## config.mk

```make
export PLATFORM = sky130hd
export DESIGN_NAME = muldiv_unit
export DESIGN_NICKNAME = d
export VERILOG_FILES = /design/src/rtl/muldiv_unit.sv
export SDC_FILE = /design/constraint.sdc
export NUM_CORES = 1
export LEC_CHECK = 0
export ABC_AREA = 1
export BUFFER_PORTS_ARGS = -buffer_cell sky130_fd_sc_hd__buf_2
export CAP_MARGIN = 20
export CORE_AREA = 2 2 242 185
export DETAILED_ROUTE_END_ITERATION = 8
export DIE_AREA = 0 0 244 187
export MAX_ROUTING_LAYER = met4
export PLACE_DENSITY_LB_ADDON = 0.12
export SETUP_SLACK_MARGIN = 0.1
export SLEW_MARGIN = 25
export SYNTH_ARGS = -nofsm -noshare
export SYNTH_HDL_FRONTEND = slang
export SYNTH_SLANG_ARGS = --single-unit
```

## constraint.sdc

```tcl
create_clock -name clk_i -period 6.7 [get_ports clk_i]
set_input_delay 1.34 -clock clk_i [delete_from_list [all_inputs] [get_ports clk_i]]
set_output_delay 1.34 -clock clk_i [all_outputs]
set_load 0.05 [all_outputs]
```

## src/rtl/muldiv_unit.sv

```systemverilog
// Iterative RV32M multiply/divide unit: 32-step shift-add multiply and restoring
// divide, with a fixed 35-cycle busy window for every operation.
module muldiv_unit (
    input  logic        clk_i,
    input  logic        rst_i,
    input  logic        valid_i,
    input  logic [2:0]  op_i,
    input  logic [31:0] rs1_i,
    input  logic [31:0] rs2_i,
    input  logic        kill_i,
    output logic        ready_o,
    output logic        busy_o,
    output logic        done_o,
    output logic [31:0] result_o
);

    localparam logic [2:0] OP_MUL    = 3'd0;
    localparam logic [2:0] OP_MULH   = 3'd1;
    localparam logic [2:0] OP_MULHSU = 3'd2;
    localparam logic [2:0] OP_MULHU  = 3'd3;
    localparam logic [2:0] OP_DIV    = 3'd4;
    localparam logic [2:0] OP_DIVU   = 3'd5;
    localparam logic [2:0] OP_REM    = 3'd6;
    localparam logic [2:0] OP_REMU   = 3'd7;

    typedef enum logic [2:0] {
        S_IDLE,
        S_PREP,
        S_CALC,
        S_FIX,
        S_DONE
    } state_t;

    state_t      state_q;
    logic [2:0]  op_q;
    logic [31:0] rs1_q;
    logic [31:0] rs2_q;
    logic [31:0] b_q;
    logic [63:0] prod_q;
    logic        neg_q;
    logic [5:0]  cnt_q;
    logic        done_q;
    logic [31:0] result_q;

    logic        sa;
    logic        sb;
    logic [31:0] abs_a;
    logic [31:0] abs_b;
    logic        is_div;
    logic [32:0] mul_sum;
    logic [32:0] div_sh;
    logic        div_ge;
    logic [31:0] div_rem;
    logic [63:0] calc_next;
    logic [63:0] mul_res;
    logic        ovf;
    logic [31:0] fix_result;

    assign sa = rs1_q[31] && (op_q == OP_MULH || op_q == OP_MULHSU || op_q == OP_DIV || op_q == OP_REM);
    assign sb = rs2_q[31] && (op_q == OP_MULH || op_q == OP_DIV || op_q == OP_REM);
    assign abs_a = sa ? (32'd0 - rs1_q) : rs1_q;
    assign abs_b = sb ? (32'd0 - rs2_q) : rs2_q;
    assign is_div = op_q[2];

    // prod_q doubles as {remainder, quotient} during division; low half starts as |dividend|.
    assign mul_sum = {1'b0, prod_q[63:32]} + (prod_q[0] ? {1'b0, b_q} : 33'd0);
    assign div_sh  = prod_q[63:31];
    assign div_ge  = (div_sh >= {1'b0, b_q});
    assign div_rem = div_sh[31:0] - b_q;
    assign calc_next = !is_div ? {mul_sum, prod_q[31:1]}
                     : div_ge  ? {div_rem, prod_q[30:0], 1'b1}
                     :           {prod_q[62:0], 1'b0};

    assign mul_res = neg_q ? (64'd0 - prod_q) : prod_q;
    assign ovf     = (rs1_q == 32'h8000_0000) && (rs2_q == 32'hFFFF_FFFF);

    // NOTE: every signal written here gets a default first, so no path leaves it unassigned and no latch is inferred.
    always_comb begin
        fix_result = 32'd0;
        case (op_q)
            OP_MUL:                       fix_result = mul_res[31:0];
            OP_MULH, OP_MULHSU, OP_MULHU: fix_result = mul_res[63:32];
            OP_DIV, OP_DIVU: begin
                if (rs2_q == 32'd0)              fix_result = 32'hFFFF_FFFF;
                else if (ovf && op_q == OP_DIV)  fix_result = 32'h8000_0000;
                else                             fix_result = neg_q ? (32'd0 - prod_q[31:0]) : prod_q[31:0];
            end
            OP_REM, OP_REMU: begin
                if (rs2_q == 32'd0)              fix_result = rs1_q;
                else if (ovf && op_q == OP_REM)  fix_result = 32'd0;
                else                             fix_result = neg_q ? (32'd0 - prod_q[63:32]) : prod_q[63:32];
            end
            default:                      fix_result = 32'd0;
        endcase
    end

    // NOTE: state uses non-blocking assignments only, so every register samples pre-edge values.
    always_ff @(posedge clk_i) begin
        if (rst_i) begin
            state_q  <= S_IDLE;
            op_q     <= 3'd0;
            rs1_q    <= 32'd0;
            rs2_q    <= 32'd0;
            b_q      <= 32'd0;
            prod_q   <= 64'd0;
            neg_q    <= 1'b0;
            cnt_q    <= 6'd0;
            done_q   <= 1'b0;
            result_q <= 32'd0;
        end else if (kill_i) begin
            state_q <= S_IDLE;
            done_q  <= 1'b0;
        end else begin
            case (state_q)
                S_IDLE: begin
                    if (valid_i) begin
                        op_q    <= op_i;
                        rs1_q   <= rs1_i;
                        rs2_q   <= rs2_i;
                        state_q <= S_PREP;
                    end
                end
                S_PREP: begin
                    b_q     <= abs_b;
                    prod_q  <= {32'd0, abs_a};
                    // Remainder sign follows the dividend alone.
                    neg_q   <= (op_q == OP_REM) ? sa : (sa ^ sb);
                    cnt_q   <= 6'd0;
                    state_q <= S_CALC;
                end
                S_CALC: begin
                    prod_q <= calc_next;
                    cnt_q  <= cnt_q + 6'd1;
                    if (cnt_q == 6'd31) state_q <= S_FIX;
                end
                S_FIX: begin
                    result_q <= fix_result;
                    done_q   <= 1'b1;
                    state_q  <= S_DONE;
                end
                S_DONE: begin
                    done_q  <= 1'b0;
                    state_q <= S_IDLE;
                end
                default: state_q <= S_IDLE;
            endcase
        end
    end

    assign ready_o  = (state_q == S_IDLE);
    assign busy_o   = (state_q != S_IDLE);
    assign done_o   = done_q;
    assign result_o = result_q;

endmodule

```

# Yosys cells after proc, flatten, opt, wreduce, memory -nomap -nowiden
# Index checks and enable logic that the tools add are counted.
# word_totals
register_bits,206
input_bits,71
out_inout_bits,35
wordCells,82
# classes
add_sub_neg,8
order_cmp,1
eq_ne,16
n_mux,20
bitwise,2
n_reduce_logical,25
# ops
op,count
32-bit two-way mux,9
64-bit two-way mux,3
32-bit one-hot mux with 4 select lines,1
64-bit one-hot mux with 2 select lines,1
"1-bit by 32-bit subtractor with 32-bit output, first input constant",4
"32-bit == test, second input constant",2
"1-bit by 64-bit subtractor with 64-bit output, first input constant",1
32-bit by 32-bit adder with 33-bit output,1
33-bit by 32-bit >= comparator with 1-bit output,1
32-bit zero test,1
32-bit subtractor,1
"3-bit == test, second input constant",5
"3-bit by 2-bit == test with 1-bit output, second input constant",4
3-bit one-hot mux with 4 select lines,1
6-bit one-hot mux with 2 select lines,1
2-bit AND reduction,4
"6-bit by 1-bit adder with 6-bit output, second input constant",1
"3-bit by 1-bit == test with 1-bit output, second input constant",2
"6-bit by 5-bit == test with 1-bit output, second input constant",1
3-bit zero test,2
3-bit two-way mux,2
2-bit OR reduction,3
1-bit logical AND,5
1-bit logical OR,5
other kinds (9),11

# Depth between registers and ports, before layout
# Gate-level depths: netlist of run 1.
# logic_depth
word_depth,7
depth_mapped,19

# Least setup slack after synthesis of run 1
# OpenSTA, ideal clock, no wires.
# synth_timing
path_type,flip-flop to output port
start,register state_q[0]
end,output port busy_o
arrival_ns,1.642
required_ns,5.360
setup_slack_ns,3.718
stages_incl_launch_ff,5
path_cell_list,dfxtp_1 > nor2_1 > inv_1 > nor2_1 > inv_1
# synth_via
elab_chain_len,1
# synth_rtl
item,line_no,source
start: declaration,34,state_t state_q;
start signal: assignment,100,state_q <= S_IDLE;
start signal: assignment,111,state_q <= S_IDLE;
start signal: assignment,120,state_q <= S_PREP;
3-bit nonzero test,151,assign busy_o = (state_q != S_IDLE);
end: declaration,12,"output logic busy_o,"
# Every way passes these cells.

# Final worst setup path of run 1
# layout_timing
start,register op_q[2]
end,register b_q[16]
# layout_via
elab_chain_len,5
word_cells_on_any_way,7
classes_between,eq/ne (3); mux (1); reduce/logical (3)
# layout_rtl
item,line_no,source
start: declaration,35,logic [2:0] op_q;
start signal: assignment,117,op_q <= op_i;
3-bit by 1-bit == test with 1-bit output / 3-bit == test (equally long branches),60,assign sb = rs2_q[31] && (op_q == OP_MULH || op_q == OP_DIV || op_q == OP_REM);
1-bit logical OR,60,
1-bit logical OR *,60,
1-bit logical AND *,60,
32-bit two-way mux *,62,assign abs_b = sb ? (32'd0 - rs2_q) : rs2_q;
end signal: assignment,124,b_q <= abs_b;
end: declaration,38,logic [31:0] b_q;
# Mark *: on every way between the ends. The rest lies on a longest branch, timed or not.
# A chain may end at the register's enable or synchronous reset.

==> results of run 1 <==
## placed cells by master (no fill, tap or decap), types with 59 or more instances in the layout
cell / n
nand2_1: 984
inv_1: 373
nor2_1: 320
a21oi_1: 299
nand3_1: 261
dfxtp_1: 204
o21ai_0: 201
buf_2: 105
ha_1: 70
nand4_1: 62
xor2_1: 59
## per-layer routing
layer  GRT usage  vias to the layer above  share of wire
met4      0.0645                        0          0.018
met3       0.118                      103           0.14
met2       0.498                     1357           0.37
met1       0.607                    10900           0.47
met5           -                        -              0
li1            -                    11000              -
## final timing paths
kind | start | to | slack (ns)
setup / recovery | op_q[2] | b_q[16] | 2.13
hold / removal | cnt_q[4] | cnt_q[4] | 0.45
setup reg to reg | op_q[2] | b_q[16] | 2.13
hold reg to reg | cnt_q[4] | cnt_q[4] | 0.45
## worst max-delay path, stage by stage, from the launching register on
cell     delay [ns]
dfxtp_2        0.95
inv_1          0.21
nor2_4         0.81
nand2_1        0.27
nand3_1        0.20
nand2_1        0.45
inv_1          0.77
o21ai_0        0.26
o21ai_0        0.31
o21a_1         0.17
inv_1          0.04
## cell families after synthesis
| family | after synthesis | synth area share |
|---|---|---|
| AOI/OAI and AO/OA | 670 | 0.195 |
| xor gates and xnor gates | 72 | 0.0327 |
| adders and majority gates | 72 | 0.0475 |
| buffers and inverters | 512 | 0.105 |
| DFF | 206 | 0.214 |
| and+or+nand+nor | 1791 | 0.405 |
## cells in the mapped netlist (8+ instances only)
cell type	n	area (um^2)
o22ai_1	15	93.8
inv_2	12	45.0
or2_2	12	75.1
o21ai_0	201	1010
o21bai_1	9	67.6
nand3_2	19	190
nor4_1	8	50.1
ha_1	70	876
nand2_1	984	3690
nor2_4	11	124
nor2_1	323	1210
a21oi_1	299	1500
o211ai_1	40	300
o21a_1	11	82.6
nand3_1	262	1310
inv_1	374	1400
nor3_1	39	195
buf_1	11	41.3
nor2_2	15	93.8
nand2_2	25	156
a21oi_2	17	149
xor2_1	59	517
nand3b_1	11	82.6
dfxtp_1	206	4120
clkbuf_1	67	251
buf_2	35	175
xnor2_1	13	114
nand4_1	62	388
a31oi_1	33	206
o21ai_1	12	60.1
## metrics by stage
| step | worst slack, ns | cells | cell area [um^2] | utilization |
|---|---|---|---|---|
| 2_1_floorplan | 3.72 | 3323 | 19300 | - |
| 4_1_cts | 2.25 | 3950 | 20900 | 0.478 |
| 5_1_grt | 1.82 | 3952 | 20900 | 0.479 |
| 6_report | 2.13 | 3952 | 20900 | 0.479 |
| 3_3_place_gp | 2.40 | 3907 | 20100 | 0.460 |
| 3_5_place_dp | 2.24 | 3907 | 20100 | 0.460 |
## state kept, by name (all words and copies together) (netlist names)
signal,flops
rs2_q,32
done_o,1
result_o,32
state_q,3
b_q,32
neg_q,1
cnt_q,6
prod_q,64
op_q,3
rs1_q,32
## where the power goes
| group | leakage (nW) | internal, mW | switching (mW) | total, mW |
|---|---|---|---|---|
| Combinational | 8.39 | 0.267 | 0.723 | 0.990 |
| Sequential | 1.68 | 1.27 | 0.0787 | 1.35 |
| Clock | 0.391 | 0.782 | 0.607 | 1.39 |
| Total | 10.5 | 2.32 | 1.41 | 3.73 |
## final cells by class
| cell class | instances | area, um^2 | area share |
|---|---|---|---|
| clock buffer | 36 | 717 | 0.0343 |
| clock inverter | 7 | 81.3 | 0.00389 |
| inverter | 391 | 1480 | 0.0706 |
| tap | 586 | 733 | 0.0351 |
| antenna | 2 | 5.00 | 0.000239 |
| sequential | 206 | 4130 | 0.197 |
| multi-input combinational | 2605 | 13100 | 0.628 |
| timing repair buffer | 119 | 631 | 0.0302 |
==> summary.txt, run 1 <==
Outcome
  – Status: completed

Setup path
  – Cell count of the worst reg-to-reg path: 10
  – Critical path data required time: 7.17 ns
  – Critical-path maximum fanout: 52
  – Nature of the critical path endpoint: register
  – Startpoint types: register
  – CP Class: reg -> reg
  – CP Data Arrival Time: 5.04 ns

CTS
  – Clk slew on worst S/H paths: 0.06 ns
  – CTS tree: done
  – Cts repair resizes: 0
  – Setup bufs post-CTS: 0
  – H-tree depth: 1
  – CTS Buf Count: 25
  – Maximum clock path buffer count: 3
  – Post-CTS Hold Buffers: 0
  – Clk_lat worst skew: 0.60 ns
  – Clock tree sinks: 206
  – Clk root buf: clkbuf_16

Run
  – Max Cap Violations: 0

Route
  – First DRT Iteration DRCs: 3270
  – DR WL/cell: 22.8 um
  – Post-DR vias/cell: 5.90
  – Drt first pass iters: 6
  – Post-Route WL: 90000 um
  – Routed Antenna Nets: 0
  – DRC: 0
  – Via count: 23300

Global routing
  – Initial antenna violation count: 2
  – GR Overflow Total: 0
  – Tot GR Track Use: 0.395
  – Number of global-route vias before repair: 20900
  – Largest net degree at the start of global routing: 72
  – First-pass GRT wire length: 133000 um

Hold path
  – Hold Crit Class: reg -> reg
  – Hold Path Stages: 2

Yosys
  – Number of enable flip-flop cells after synthesis: 0
  – Warnings, synthesis: 0
  – Synth async-reset ratio: 0
  – Register area share after synthesis: 0.214
  – Synthesized Nets: 3466
  – Syn Inst Count: 3323
  – Number of synthesized register bits: slightly above 200
  – Count of different cell masters after synthesis: 63
  – Synthesized area: a little under 0.02 mm^2
  – Syn_area_per_cell: 5.80 um^2
  – Synth Flop Type: dfxtp_1

Timing
  – Fmax: 219 MHz
  – Final Hold Viols: 0
  – Fin crit period: 4.57 ns
  – RSZ-0062 raised after global routing: false
  – Final worst-path cycle share: 0.681
  – Worst hold slack: 0.454 ns
  – Final setup viols: 0
  – Worst slew pin tran: approximately 1.1 ns
  – Final-report max-slew violation count: 0
  – Worst Skew: 0.0358 ns
  – Rel. slew slack: 0.296
  – Fin Setup TNS: 0 ns

Pwr
  – PD cells: 178 mW/mm^2
  – Design Power: approximately 3.7 mW
  – Peak supply drop: 0.000199 V
  – Lkg Pwr: 10.5 nW

Place
  – I/O Buffers: 105
  – HPWL after DPL: 72000 um
  – GP Congestion: between 1 and 1.5

Final layout
  – Area Growth Syn to Fin: 8.46%
  – Fillers: 4779
  – Layout Nets: between 3000 and 4000
  – Share of cells above drive strength 1: 0.0901

Floorplanning
  – Die Y: 187 um
  – Starting Density: 0.441
  – I/O pins: 106
  – Die area: between 0.04 and 0.05 mm^2
  – # rows: between 60 and 70
  – Core area: between 0.04 and 0.05 mm^2
  – Chip Width: 244 um
Note: power is estimated with default switching activity, not from simulation.
==> run 2: changes to the inputs <==
==> constraint.sdc (replaced) <==
create_clock -name clk_i -period 4.05 [get_ports clk_i]
set_input_delay 0.81 -clock clk_i [delete_from_list [all_inputs] [get_ports clk_i]]
set_output_delay 0.81 -clock clk_i [all_outputs]
set_load 0.05 [all_outputs]
==> run 2 against run 1 <==
  * Worst setup slack got worse by 1.4 ns
  * Critical endpoint is now result_o[22]
  * Hold slack improved by 0.0030 ns
  * Non-clock buffer count rose by 21
  * Final area rose by 0.92%
==> summary.txt, run 2 (synthesized netlist as in run 1, its figures left out) <==
Outcome
  – Status: completed (unchanged)

Global routing
  – Busiest grt layer: met1 (unchanged)
  – GR Overflow Total: 0 (unchanged)
  – First-pass GRT wire length: 131000 um (was 133000 um)
  – Number of global-route vias before repair: 20900 (about the same)
  – GR Layer Usage met2: 0.486 (was 0.498)
  – Initial antenna violation count: 3 (was 2)
  – Largest net degree at the start of global routing: 70 (was 72)
  – Met3 GRT Util: 0.136 (was 0.118)
  – Tot GR Track Use: 0.390 (was 0.395)
  – Met1 usage: 0.585 (was 0.607)

Timing
  – Final setup viols: 0 (unchanged)
  – Final-report max-slew violation count: 0 (unchanged)
  – Final worst-path cycle share: 0.813 (was 0.681)
  – Worst Slack Setup Final: 0.756 ns (was 2.13 ns)
  – Worst Skew: 0.0199 ns (was 0.0358 ns)
  – Fmax: 304 MHz (was 219 MHz)
  – Fin crit period: 3.29 ns (was 4.57 ns)
  – Fin Setup TNS: 0 ns (unchanged)
  – Rel. slew slack: 0.373 (was 0.296)
  – Final Hold Viols: 0 (unchanged)
  – Worst slew pin tran: 0.940 ns (was 1.05 ns)
  – RSZ-0062 raised after global routing: false (unchanged)

Route
  – Via count: 23400 (was 23300)
  – Routed Antenna Nets: 0 (unchanged)
  – DR WL/cell: 22.3 um (was 22.8 um)
  – Drt first pass iters: 6 (unchanged)
  – Post-Route WL: 88700 um (was 90000 um)
  – DRC: 0 (unchanged)
  – First DRT Iteration DRCs: 3059 (was 3270)
  – Post-DR vias/cell: 5.88 (was 5.90)

Floorplanning
  – Chip Width: 244 um (unchanged)
  – I/O pins: 106 (unchanged)
  – Starting Density: 0.441 (unchanged)
  – # rows: 67 (unchanged)
  – Core area: 0.0437 mm^2 (unchanged)
  – Die area: 0.0456 mm^2 (unchanged)
  – Die Y: 187 um (unchanged)

Final layout
  – Finished Layout Cells: 3975 (was 3952)
  – Flip-flop and latch area: 0.00413 mm^2 (unchanged)
  – Most common cell after layout, fill and taps aside: nand2_1 (unchanged)
  – Commonest cells after routing, fill and taps aside: nand2_1, inv_1, nor2_1 (unchanged)
  – Most flops, register: prod_q (unchanged)
  – Fillers: 4771 (was 4779)
  – Area Growth Syn to Fin: 9.45% (was 8.46%)
  – Max FFs per register: 64 (unchanged)
  – Multi-input combinational cell area: 0.0131 mm^2 (about the same)
  – Post-layout util: 0.483 (was 0.479)
  – Layout Nets: 3512 (was 3491)
  – Share of cells above drive strength 1: 0.0963 (was 0.0901)

CTS
  – H-tree depth: 1 (unchanged)
  – CTS tree: done (unchanged)
  – Post-CTS Hold Buffers: 0 (unchanged)
  – Clock tree sinks: 206 (unchanged)
  – Clk_lat worst skew: 0.59 ns (was 0.60 ns)
  – Clk slew on worst S/H paths: 0.06 ns (about the same)
  – Clk root buf: clkbuf_16 (unchanged)
  – CTS Buf Count: 25 (unchanged)
  – Setup bufs post-CTS: 0 (unchanged)
  – Cts repair resizes: 0 (unchanged)
  – Maximum clock path buffer count: 3 (unchanged)

Setup path
  – Critical path data required time: 4.47 ns (was 7.17 ns)
  – Startpoint types: register (unchanged)
  – CP Class: reg -> reg (unchanged)
  – CP Data Arrival Time: 3.71 ns (was 5.04 ns)
  – Critical-path maximum fanout: 22 (was 52)
  – Nature of the critical path endpoint: register (unchanged)

Pwr
  – Design Power: 6.27 mW (was 3.73 mW)
  – PD cells: 297 mW/mm^2 (was 178 mW/mm^2)
  – Peak supply drop: 0.000322 V (was 0.000199 V)
  – Lkg Pwr: 10.6 nW (was 10.5 nW)

Place
  – GP Congestion: 1.12 (was 1.08)
  – Place WS: 0.946 ns (was 2.24 ns)
  – HPWL after DPL: 71400 um (was 72000 um)
  – Dpl cells: 3928 (was 3907)
  – I/O Buffers: 105 (unchanged)

Hold path
  – Hold Crit Class: in -> reg (was reg -> reg)

Run
  – Max Cap Violations: 0 (unchanged)
-- run 2: cell count changes in the layout (fill, tap and decap cells not counted), sizes merged --
cell,delta
diode,+1
clkinv,-1
clkinvlp,+2
clkbuf,-2
inv,+1
buf,+21
bufinv,+1
-- run 2: per-stage QoR --
step                instance area (um^2)  hold WS, ns
CTS                                21100        0.443
finish                             21100        0.457
global route                       21100        0.455
global placement                   20200        0.442
detailed placement                 20200        0.452
floorplan                          19300        0.434
-- run 2: area by class of cell --
type,instances,share of cell area
clock buffers,34,0.0336
flip-flops and latches,206,0.196
diodes,3,0.000356
repair buffers,140,0.0374
multi-input cells,2605,0.622
clock inverters,10,0.00617
inverters,391,0.0699
well taps,586,0.0348
-- run 2: layer usage --
layer | up-vias | wire, um
li1 | 11000 | -
met1 | 10800 | 41500
met2 | 1421 | 31800
met3 | 122 | 13400
met4 | 0 | 2040
met5 | - | 0
-- run 2: report_power, final --
group / switching (mW) / total, mW / internal [mW]
clock: 1.04 / 2.40 / 1.36
sequential: 0.124 / 2.22 / 2.10
combinational: 1.20 / 1.65 / 0.449
-- run 2: critical path, stage by stage, from the launching register on --
cell and delay, ns:
dfxtp_1 0.87, clkinv_2 0.38, ha_1 0.34, nand2_1 0.22, nor2_1 0.14, nand3_1 0.27, nand2_1 0.09, nand2_1 0.23
nand2_1 0.11, nand3_1 0.09, nand2_1 0.06, nand2_1 0.06, nand4_1 0.10, nand2_1 0.10, a21oi_1 0.06
-- run 2: final timing paths --
| path | start | to | slack [ns] | depth (start not counted) |
|---|---|---|---|---|
| hold / removal | rs1_i[10] | rs1_q[10] | 0.46 | 3 |
| setup reg to reg | prod_q[0] | result_o[22] | 0.76 | 14 |
| setup / recovery | prod_q[0] | result_o[22] | 0.76 | 14 |
| hold reg to reg | result_o[17] | result_o[17] | 0.46 | 2 |
